===== src/rtl/switch_pkg.sv =====
// ============================================================================
// Module   : switch_pkg
// Purpose  : Shared definitions for the 2x2 switch port transmitter: default
//            word width, header field layout and transmitter FSM states.
// Revision : 1.0 - initial release
// ============================================================================
`default_nettype none

package switch_pkg;

    // Default width of one packet word (matches switch inData).
    localparam int DATA_W_DEFAULT = 32;

    // Header word layout: destination port lives in the low byte.
    localparam int DEST_LSB = 0;
    localparam int DEST_W   = 8;

    // Transmitter states.
    typedef enum logic [1:0] {
        IDLE = 2'd0,
        SEND = 2'd1,
        GAP  = 2'd2
    } tx_state_t;

endpackage

`default_nettype wire


===== src/rtl/switch_port_tx_if.sv =====
// ============================================================================
// Module   : switch_port_tx_if
// Purpose  : Valid/ready word write bus feeding the port transmitter.
// Ports    : wr_valid - word valid         (master -> slave)
//            wr_data  - packet word        (master -> slave)
//            wr_last  - final word marker  (master -> slave)
//            wr_ready - word accepted      (slave  -> master)
// Revision : 1.0 - initial release
// ============================================================================
`default_nettype none

interface switch_port_tx_if
    import switch_pkg::*;
#(
    parameter int DATA_W = DATA_W_DEFAULT
);
    logic              wr_valid;
    logic [DATA_W-1:0] wr_data;
    logic              wr_last;
    logic              wr_ready;

    modport master (
        output wr_valid,
        output wr_data,
        output wr_last,
        input  wr_ready
    );

    modport slave (
        input  wr_valid,
        input  wr_data,
        input  wr_last,
        output wr_ready
    );
endinterface

`default_nettype wire


===== src/rtl/switch_port_tx_fifo.sv =====
// ============================================================================
// Module   : tx_word_fifo
// Purpose  : Synchronous first-word-fall-through FIFO holding {last, data}.
// Ports    : clk, rst            - clock, async active-high reset
//            push, push_data     - write strobe / word (ignored when full)
//            pop, pop_data       - read strobe (ignored when empty) / head word
//            full, empty, count  - occupancy status
// Revision : 1.0 - initial release
// ============================================================================
`default_nettype none

module tx_word_fifo #(
    parameter int WIDTH = 33,
    parameter int DEPTH = 64
) (
    input  logic                   clk,
    input  logic                   rst,
    input  logic                   push,
    input  logic [WIDTH-1:0]       push_data,
    input  logic                   pop,
    output logic [WIDTH-1:0]       pop_data,
    output logic                   full,
    output logic                   empty,
    output logic [$clog2(DEPTH):0] count
);
    localparam int AW = $clog2(DEPTH);

    logic [WIDTH-1:0] mem [DEPTH];
    logic [AW:0]      wr_ptr_q, wr_ptr_d;
    logic [AW:0]      rd_ptr_q, rd_ptr_d;
    logic             do_push;
    logic             do_pop;

    // Pointers carry one extra wrap bit so full and empty are distinguishable.
    assign count    = wr_ptr_q - rd_ptr_q;
    assign full     = (count == (AW+1)'(DEPTH));
    assign empty    = (count == '0);
    assign pop_data = mem[rd_ptr_q[AW-1:0]];

    always_comb begin
        do_push  = push && !full;
        do_pop   = pop && !empty;
        wr_ptr_d = do_push ? wr_ptr_q + (AW+1)'(1) : wr_ptr_q;
        rd_ptr_d = do_pop  ? rd_ptr_q + (AW+1)'(1) : rd_ptr_q;
    end

    always_ff @(posedge clk or posedge rst) begin
        if (rst) begin
            wr_ptr_q <= '0;
            rd_ptr_q <= '0;
        end else begin
            wr_ptr_q <= wr_ptr_d;
            rd_ptr_q <= rd_ptr_d;
        end
    end

    // Storage is not reset; the pointers define which entries are valid.
    always_ff @(posedge clk) begin
        if (do_push) begin
            mem[wr_ptr_q[AW-1:0]] <= push_data;
        end
    end
endmodule

`default_nettype wire


===== src/rtl/switch_port_tx.sv =====
// ============================================================================
// Module   : switch_port_tx
// Purpose  : Store-and-forward packet transmitter for one switch port.
//            Buffers words from the write bus and replays each complete
//            packet to the switch as a contiguous sop..eop burst.
// Ports    : clk, rst   - clock, async active-high reset
//            wr         - valid/ready word write bus (slave side)
//            stall      - switch portStall, blocks starting a new packet
//            out_data/out_sop/out_eop - to switch inData/insop/ineop
//            pkt_cnt    - complete packets currently buffered
//            trunc_err  - one-cycle pulse on oversized-packet truncation
//            busy       - high while sending or in the inter-packet gap
// Revision : 1.0 - initial release
// ============================================================================
`default_nettype none

module switch_port_tx
    import switch_pkg::*;
#(
    parameter int DATA_W        = DATA_W_DEFAULT,
    parameter int FIFO_DEPTH    = 64,
    parameter int MAX_PKT_WORDS = 32,
    parameter int IPG_CYCLES    = 1
) (
    input  logic                          clk,
    input  logic                          rst,
    switch_port_tx_if.slave               wr,
    input  logic                          stall,
    output logic [DATA_W-1:0]             out_data,
    output logic                          out_sop,
    output logic                          out_eop,
    output logic [$clog2(FIFO_DEPTH):0]   pkt_cnt,
    output logic                          trunc_err,
    output logic                          busy
);
    localparam int CNT_W = $clog2(FIFO_DEPTH) + 1;
    localparam int IN_W  = $clog2(MAX_PKT_WORDS + 1);

    localparam logic [1:0] ST_IDLE = IDLE;
    localparam logic [1:0] ST_SEND = SEND;
    localparam logic [1:0] ST_GAP  = GAP;

    // After the eop word is popped: with no gap requested the FSM is idle in
    // the eop cycle itself, otherwise GAP covers exactly IPG_CYCLES cycles.
    localparam logic [1:0] ST_AFTER_EOP = (IPG_CYCLES == 0) ? ST_IDLE : ST_GAP;
    localparam logic [3:0] GAP_LOAD     = (IPG_CYCLES > 0) ? 4'(IPG_CYCLES - 1) : 4'd0;

    logic [1:0]        state_q, state_d;
    logic [3:0]        gap_q, gap_d;
    logic [IN_W-1:0]   in_cnt_q, in_cnt_d;
    logic [CNT_W-1:0]  pkt_cnt_q, pkt_cnt_d;
    logic [DATA_W-1:0] data_q, data_d;
    logic              sop_q, sop_d;
    logic              eop_q, eop_d;
    logic              trunc_q, trunc_d;

    logic              fifo_full;
    logic              fifo_empty;
    logic [CNT_W-1:0]  fifo_count;
    logic [DATA_W:0]   fifo_head;
    logic              fifo_pop;
    logic              accept;
    logic              at_limit;
    logic              push_last;
    logic              head_last;
    logic              pkt_in;
    logic              pkt_out;

    tx_word_fifo #(
        .WIDTH (DATA_W + 1),
        .DEPTH (FIFO_DEPTH)
    ) u_fifo (
        .clk       (clk),
        .rst       (rst),
        .push      (accept),
        .push_data ({push_last, wr.wr_data}),
        .pop       (fifo_pop),
        .pop_data  (fifo_head),
        .full      (fifo_full),
        .empty     (fifo_empty),
        .count     (fifo_count)
    );

    assign wr.wr_ready = !fifo_full;
    assign head_last   = fifo_head[DATA_W];

    // Input side: word counting and forced termination of oversized packets.
    always_comb begin
        accept    = wr.wr_valid && !fifo_full;
        at_limit  = (in_cnt_q == IN_W'(MAX_PKT_WORDS - 1));
        push_last = wr.wr_last || at_limit;
        trunc_d   = accept && at_limit && !wr.wr_last;
        in_cnt_d  = in_cnt_q;
        if (accept) begin
            in_cnt_d = push_last ? '0 : in_cnt_q + IN_W'(1);
        end
    end

    // Output side FSM. stall only gates the launch decision in IDLE.
    always_comb begin
        state_d  = state_q;
        gap_d    = gap_q;
        fifo_pop = 1'b0;
        sop_d    = 1'b0;
        eop_d    = 1'b0;
        data_d   = '0;
        case (state_q)
            ST_IDLE: begin
                if ((pkt_cnt_q != '0) && (fifo_count != '0) && !stall) begin
                    fifo_pop = 1'b1;
                    sop_d    = 1'b1;
                    eop_d    = head_last;
                    data_d   = fifo_head[DATA_W-1:0];
                    state_d  = head_last ? ST_AFTER_EOP : ST_SEND;
                    gap_d    = GAP_LOAD;
                end
            end
            ST_SEND: begin
                if (!fifo_empty) begin
                    fifo_pop = 1'b1;
                    eop_d    = head_last;
                    data_d   = fifo_head[DATA_W-1:0];
                    if (head_last) begin
                        state_d = ST_AFTER_EOP;
                        gap_d   = GAP_LOAD;
                    end
                end
            end
            ST_GAP: begin
                if (gap_q == 4'd0) begin
                    state_d = ST_IDLE;
                end else begin
                    gap_d = gap_q - 4'd1;
                end
            end
            default: state_d = ST_IDLE;
        endcase
    end

    // Packet count: a packet enters when its last word is written and leaves
    // on the edge that registers its eop.
    always_comb begin
        pkt_in    = accept && push_last;
        pkt_out   = fifo_pop && head_last;
        pkt_cnt_d = pkt_cnt_q;
        if (pkt_in && !pkt_out && (pkt_cnt_q != CNT_W'(FIFO_DEPTH))) begin
            pkt_cnt_d = pkt_cnt_q + CNT_W'(1);
        end else if (pkt_out && !pkt_in && (pkt_cnt_q != '0)) begin
            pkt_cnt_d = pkt_cnt_q - CNT_W'(1);
        end
    end

    always_ff @(posedge clk or posedge rst) begin
        if (rst) begin
            state_q   <= ST_IDLE;
            gap_q     <= 4'd0;
            in_cnt_q  <= '0;
            pkt_cnt_q <= '0;
            data_q    <= '0;
            sop_q     <= 1'b0;
            eop_q     <= 1'b0;
            trunc_q   <= 1'b0;
        end else begin
            state_q   <= state_d;
            gap_q     <= gap_d;
            in_cnt_q  <= in_cnt_d;
            pkt_cnt_q <= pkt_cnt_d;
            data_q    <= data_d;
            sop_q     <= sop_d;
            eop_q     <= eop_d;
            trunc_q   <= trunc_d;
        end
    end

    assign out_data  = data_q;
    assign out_sop   = sop_q;
    assign out_eop   = eop_q;
    assign pkt_cnt   = pkt_cnt_q;
    assign trunc_err = trunc_q;
    assign busy      = (state_q == ST_SEND) || (state_q == ST_GAP);
endmodule

`default_nettype wire


===== src/flat_wrapper.sv =====
// flat-port wrapper written by rule: the top's interface ports become plain ports
module switch_port_tx_flat import switch_pkg::*;
#(
    parameter int DATA_W        = DATA_W_DEFAULT,
    parameter int FIFO_DEPTH    = 64,
    parameter int MAX_PKT_WORDS = 32,
    parameter int IPG_CYCLES    = 1
)
  (clk, rst, stall, out_data, out_sop, out_eop, pkt_cnt, trunc_err, busy, wr_wr_valid, wr_wr_data, wr_wr_last, wr_wr_ready);
  switch_port_tx_if #(.DATA_W(DATA_W)) wr_i ();
  input  logic clk;
  input  logic rst;
  input  logic stall;
  output logic [DATA_W-1:0] out_data;
  output logic out_sop;
  output logic out_eop;
  output logic [$clog2(FIFO_DEPTH):0] pkt_cnt;
  output logic trunc_err;
  output logic busy;
  input wire logic [$bits(wr_i.wr_valid)-1:0] wr_wr_valid;
  input wire logic [$bits(wr_i.wr_data)-1:0] wr_wr_data;
  input wire logic [$bits(wr_i.wr_last)-1:0] wr_wr_last;
  output wire logic [$bits(wr_i.wr_ready)-1:0] wr_wr_ready;
  assign wr_i.wr_valid = wr_wr_valid;
  assign wr_i.wr_data = wr_wr_data;
  assign wr_i.wr_last = wr_wr_last;
  assign wr_wr_ready = wr_i.wr_ready;
  switch_port_tx #(.DATA_W(DATA_W), .FIFO_DEPTH(FIFO_DEPTH), .MAX_PKT_WORDS(MAX_PKT_WORDS), .IPG_CYCLES(IPG_CYCLES)) u_core (.clk(clk), .rst(rst), .wr(wr_i), .stall(stall), .out_data(out_data), .out_sop(out_sop), .out_eop(out_eop), .pkt_cnt(pkt_cnt), .trunc_err(trunc_err), .busy(busy));
endmodule

===== config.mk =====
export PLATFORM = sky130hd
export DESIGN_NAME = switch_port_tx_flat
export DESIGN_NICKNAME = d
export VERILOG_FILES = /design/src/rtl/switch_pkg.sv /design/src/rtl/switch_port_tx_if.sv /design/src/rtl/switch_port_tx_fifo.sv /design/src/rtl/switch_port_tx.sv /design/src/flat_wrapper.sv
export SDC_FILE = /design/constraint.sdc
export NUM_CORES = 2
export LEC_CHECK = 0
export CORE_MARGIN = 10
export CORE_UTILIZATION = 35
export DETAILED_ROUTE_END_ITERATION = 8
export SYNTH_ARGS = -nofsm -noshare
export SYNTH_HDL_FRONTEND = slang
export SYNTH_SLANG_ARGS = --single-unit

===== constraint.sdc =====
create_clock -name clk -period 9.45 [get_ports clk]
set_input_delay 0.945 -clock clk [delete_from_list [all_inputs] [get_ports clk]]
set_output_delay 0.945 -clock clk [all_outputs]
set_load 0.03 [all_outputs]

==> flow_summary.toml <==
[drt]
final_antenna_net_count = 0
drt_iter0_drc = 4431
wl_per_cell_um = 28.6
drt-total-wl_um = 201000
vias = 37533
drt_first_pass_iters = 7
drc = 0
vias_per_cell = 5.36

[pwr]
p_leak_nw = 29.4
clkPwrFrac_pct = 30.5
p_seq_share_pct = 40.8
switching_share_pct = 30.1
intPower_w = 0.0195
power_switching_w = 0.00838
ir_drop_mv = 0.227
comb_power_share_pct = 28.6
p_per_area_nw_per_um2 = 291

[worst_setup_path]
slowest_stage = "dfrtp_4"
worstPathMaxFanout = 54
start_kind = "flop"
crit_buf_inv = 1
crit_type = "reg2reg"
required_ns = 10.16
crit_chain = "clkinv_1 > ha_1 > and3b_1 > o211a_1 > or4_1 > a21boi_1 > nor4_4 > nor2_1 > o21ai_0 > fa_1 > a21o_1 > a21oi_1 > o21bai_1 > a21oi_1 > nand2_1 > mux4_2"
cp.arrival_ns = 6.87
cp-end-kind = "flop"
crit_top_cell = "a21oi_1"
path_delay_family = "compound AO/OA/AOI/OAI gates"
cpPeakStageDelay_ns = 0.96

[synthesis]
synth_seq_cells = 2180
synth_edf_count = 2112
ys_top_cells_by_area = "edfxtp_1 (76%), mux4_2 (18%), dfrtp_1 (2.0%)"
ys_warn_count = 0
syn_area_sq_um = 83400
syn_inst = 3412
ys.flop_type = "edfxtp_1"
yosys.cell_types.count = 55
synth_top_cell_area_share_pct = 76.0
syn_nets = 3470
synth_area_leader_cell = "edfxtp_1"
async_reset_ff_share_pct = 3.12
synth-seq-area-share_pct = 78.0
postSynthAreaPerCell_sq_um = 24.5

[sta]
setup_violations = 0
rsz0062_at_grt = "no"
finalHoldViolCount = 0
relSlewSlack_pct = 16.1
fmax_mhz = 162
finalCriticalPeriod_ns = 6.16
fin_worst_skew_ns = 0.0639
final.setup.tns_ns = 0
final_max_slew_viol_count = 0
fin_crit_sh_pct = 65.2
tightest_slew_ns = 1.26

[die]
rows = 179
dieWidth_um = 508
dieArea_sq_um = 258000
die_y_um = 508
io_pins = 81
start_util_pct = 35.1
core-area_sq_um = 238000

[clock_tree]
cts_tree = "built"
cts.clk_slew.worst_paths_ns = 0.06
post_cts_buffers = 0
cts_sinks = 2180
cts_max_level = 4
cts_resized = 0
cts_root_buf = "clkbuf_16"
cts_made_buffers = 214
cts_buffer_depth = 3
hold_buffers = 0
clk_latency_ns = 0.86

[cells_and_area]
fin_util_pct = 40.3
drive_gt1_share_pct = 31.8
fillers = 20306
fin_nets = 3706
syn_to_final_growth_pct = 14.8

[grt]
grt_pass1_wl_um = 290000
grt_max_degree = 148
grt_overflow = 0
antenna_found_initial = 22
grt_util_all_layers_pct = 15.3
grt_pass1_vias = 38394

[placement]
port_buffers = 80
gp_congestion = 0.793
hpwl_um = 113000

[min_path]
worstHoldPathType = "in2async"

[status]
status = "finished clean"

[flow_run]
maxCapViolCount = 0
[routing by layer]
metal	up-vias	global-route usage [%]	part of all wire, %	wire (um)
met3	243	3.23	7.8	15700
met1	20683	22.1	42	85300
met4	4	4.17	2.4	4790
met5	-	0	0.011	23
met2	1398	23.8	47	94900
li1	15205	-	-	-
[power by group through the flow]
stage	sequential (W)	combinational [W]	clock, W
after global placement	0.0116	0.00805	0
after detailed placement	0.0116	0.00807	0
after global routing	0.0114	0.00842	0.00908
final	0.0114	0.00798	0.00851
after CTS	0.0114	0.00809	0.00868
after floorplan	0.0115	0.00524	0
[cells in the final DEF, fill, tap and decap left out, drive strengths merged, types with 18 or more instances in the layout]
| master | count |
|---|---|
| edfxtp | 2112 |
| mux4 | 679 |
| clkbuf | 281 |
| buf | 148 |
| clkinv | 93 |
| nor2 | 86 |
| dfrtp | 68 |
| nand2 | 60 |
| clkdlybuf4s50 | 48 |
| and2 | 26 |
| inv | 24 |
| ha | 20 |
| o21ai | 18 |
| bufinv | 18 |
[registers in the layout (all words and copies together) (netlist names)]
name / flops
u_core.pkt_cnt: 7
u_core.trunc_err: 1
u_core.u_fifo.wr_ptr_q: 7
u_core.u_fifo.rd_ptr_q: 7
u_core.out_sop: 1
u_core.gap_q: 4
u_core.out_eop: 1
u_core.state_q: 2
u_core.in_cnt_q: 6
u_core.out_data: 32
u_core.u_fifo.mem: 2112
[final timing paths]
check                                                      startpoint                               endpoint  slack (ns)  depth (start not counted)
worst max-delay path            u_core.u_fifo.rd_ptr_q[1]$_DFFE_PP0P_          u_core.pkt_cnt[6]$_DFFE_PP0P_        3.29                         16
worst min-delay path                                              rst          u_core.pkt_cnt[6]$_DFFE_PP0P_        0.36                          2
worst max register to register  u_core.u_fifo.rd_ptr_q[1]$_DFFE_PP0P_          u_core.pkt_cnt[6]$_DFFE_PP0P_        3.29                         16
worst min register to register         u_core.in_cnt_q[5]$_DFFE_PP0P_         u_core.in_cnt_q[5]$_DFFE_PP0P_        0.48                          1
max in group asynchronous                                         rst  u_core.u_fifo.rd_ptr_q[2]$_DFFE_PP0P_        7.80                          3
min in group clk                       u_core.in_cnt_q[5]$_DFFE_PP0P_         u_core.in_cnt_q[5]$_DFFE_PP0P_        0.48                          1
[layout make-up]
| cell class | instances | area [sq um] | area share (%) |
|---|---|---|---|
| multi-input cells | 1035 | 17900 | 18.7 |
| inverters | 21 | 88.8 | 0.0927 |
| flip-flops and latches | 2180 | 65100 | 68.0 |
| repair buffers | 196 | 1570 | 1.64 |
| well taps | 3167 | 3960 | 4.14 |
| clock buffers | 281 | 5860 | 6.12 |
| diodes | 9 | 22.5 | 0.0235 |
| clock inverters | 119 | 1250 | 1.30 |
[kinds of logic (layout without fill, tap and decap cells)]
logic type      Yosys count  after routing  share of synthesized area (%)
buf+inv                 197            617                           1.06
compound gates           68             68                          0.553
fa+ha+maj                21             21                          0.324
mux                     689            689                           18.4
other cells               0              9                              0
simple gates            236            236                           1.35
flops                  2180           2180                           78.0
xor+xnor                 21             21                          0.220
[Yosys cell counts, types with 15 or more instances]
master    count
edfxtp_1   2112
nand2_1      60
buf_1        15
and2_1       26
o21ai_0      18
dfrtp_1      68
nor2_1       86
buf_2        45
mux4_2      679
inv_1        18
clkbuf_1     98
xnor2_1      17
ha_1         20
[metrics by stage]
step                      worst slack, ns  power [W]  instance area, sq um  cells  hold WS (ns)
final                                3.29     0.0279                 95800   7008         0.357
after global routing                 2.81     0.0289                 95800   7005         0.336
after CTS                            3.28     0.0282                 95800   6999         0.293
after detailed placement             3.29     0.0197                 88700   6599         0.474
after global placement               3.43     0.0196                 88700   6599         0.477
after floorplan                      3.45     0.0167                 83400   3412         0.446
No activity file was read; power rests on OpenSTA's default activity.
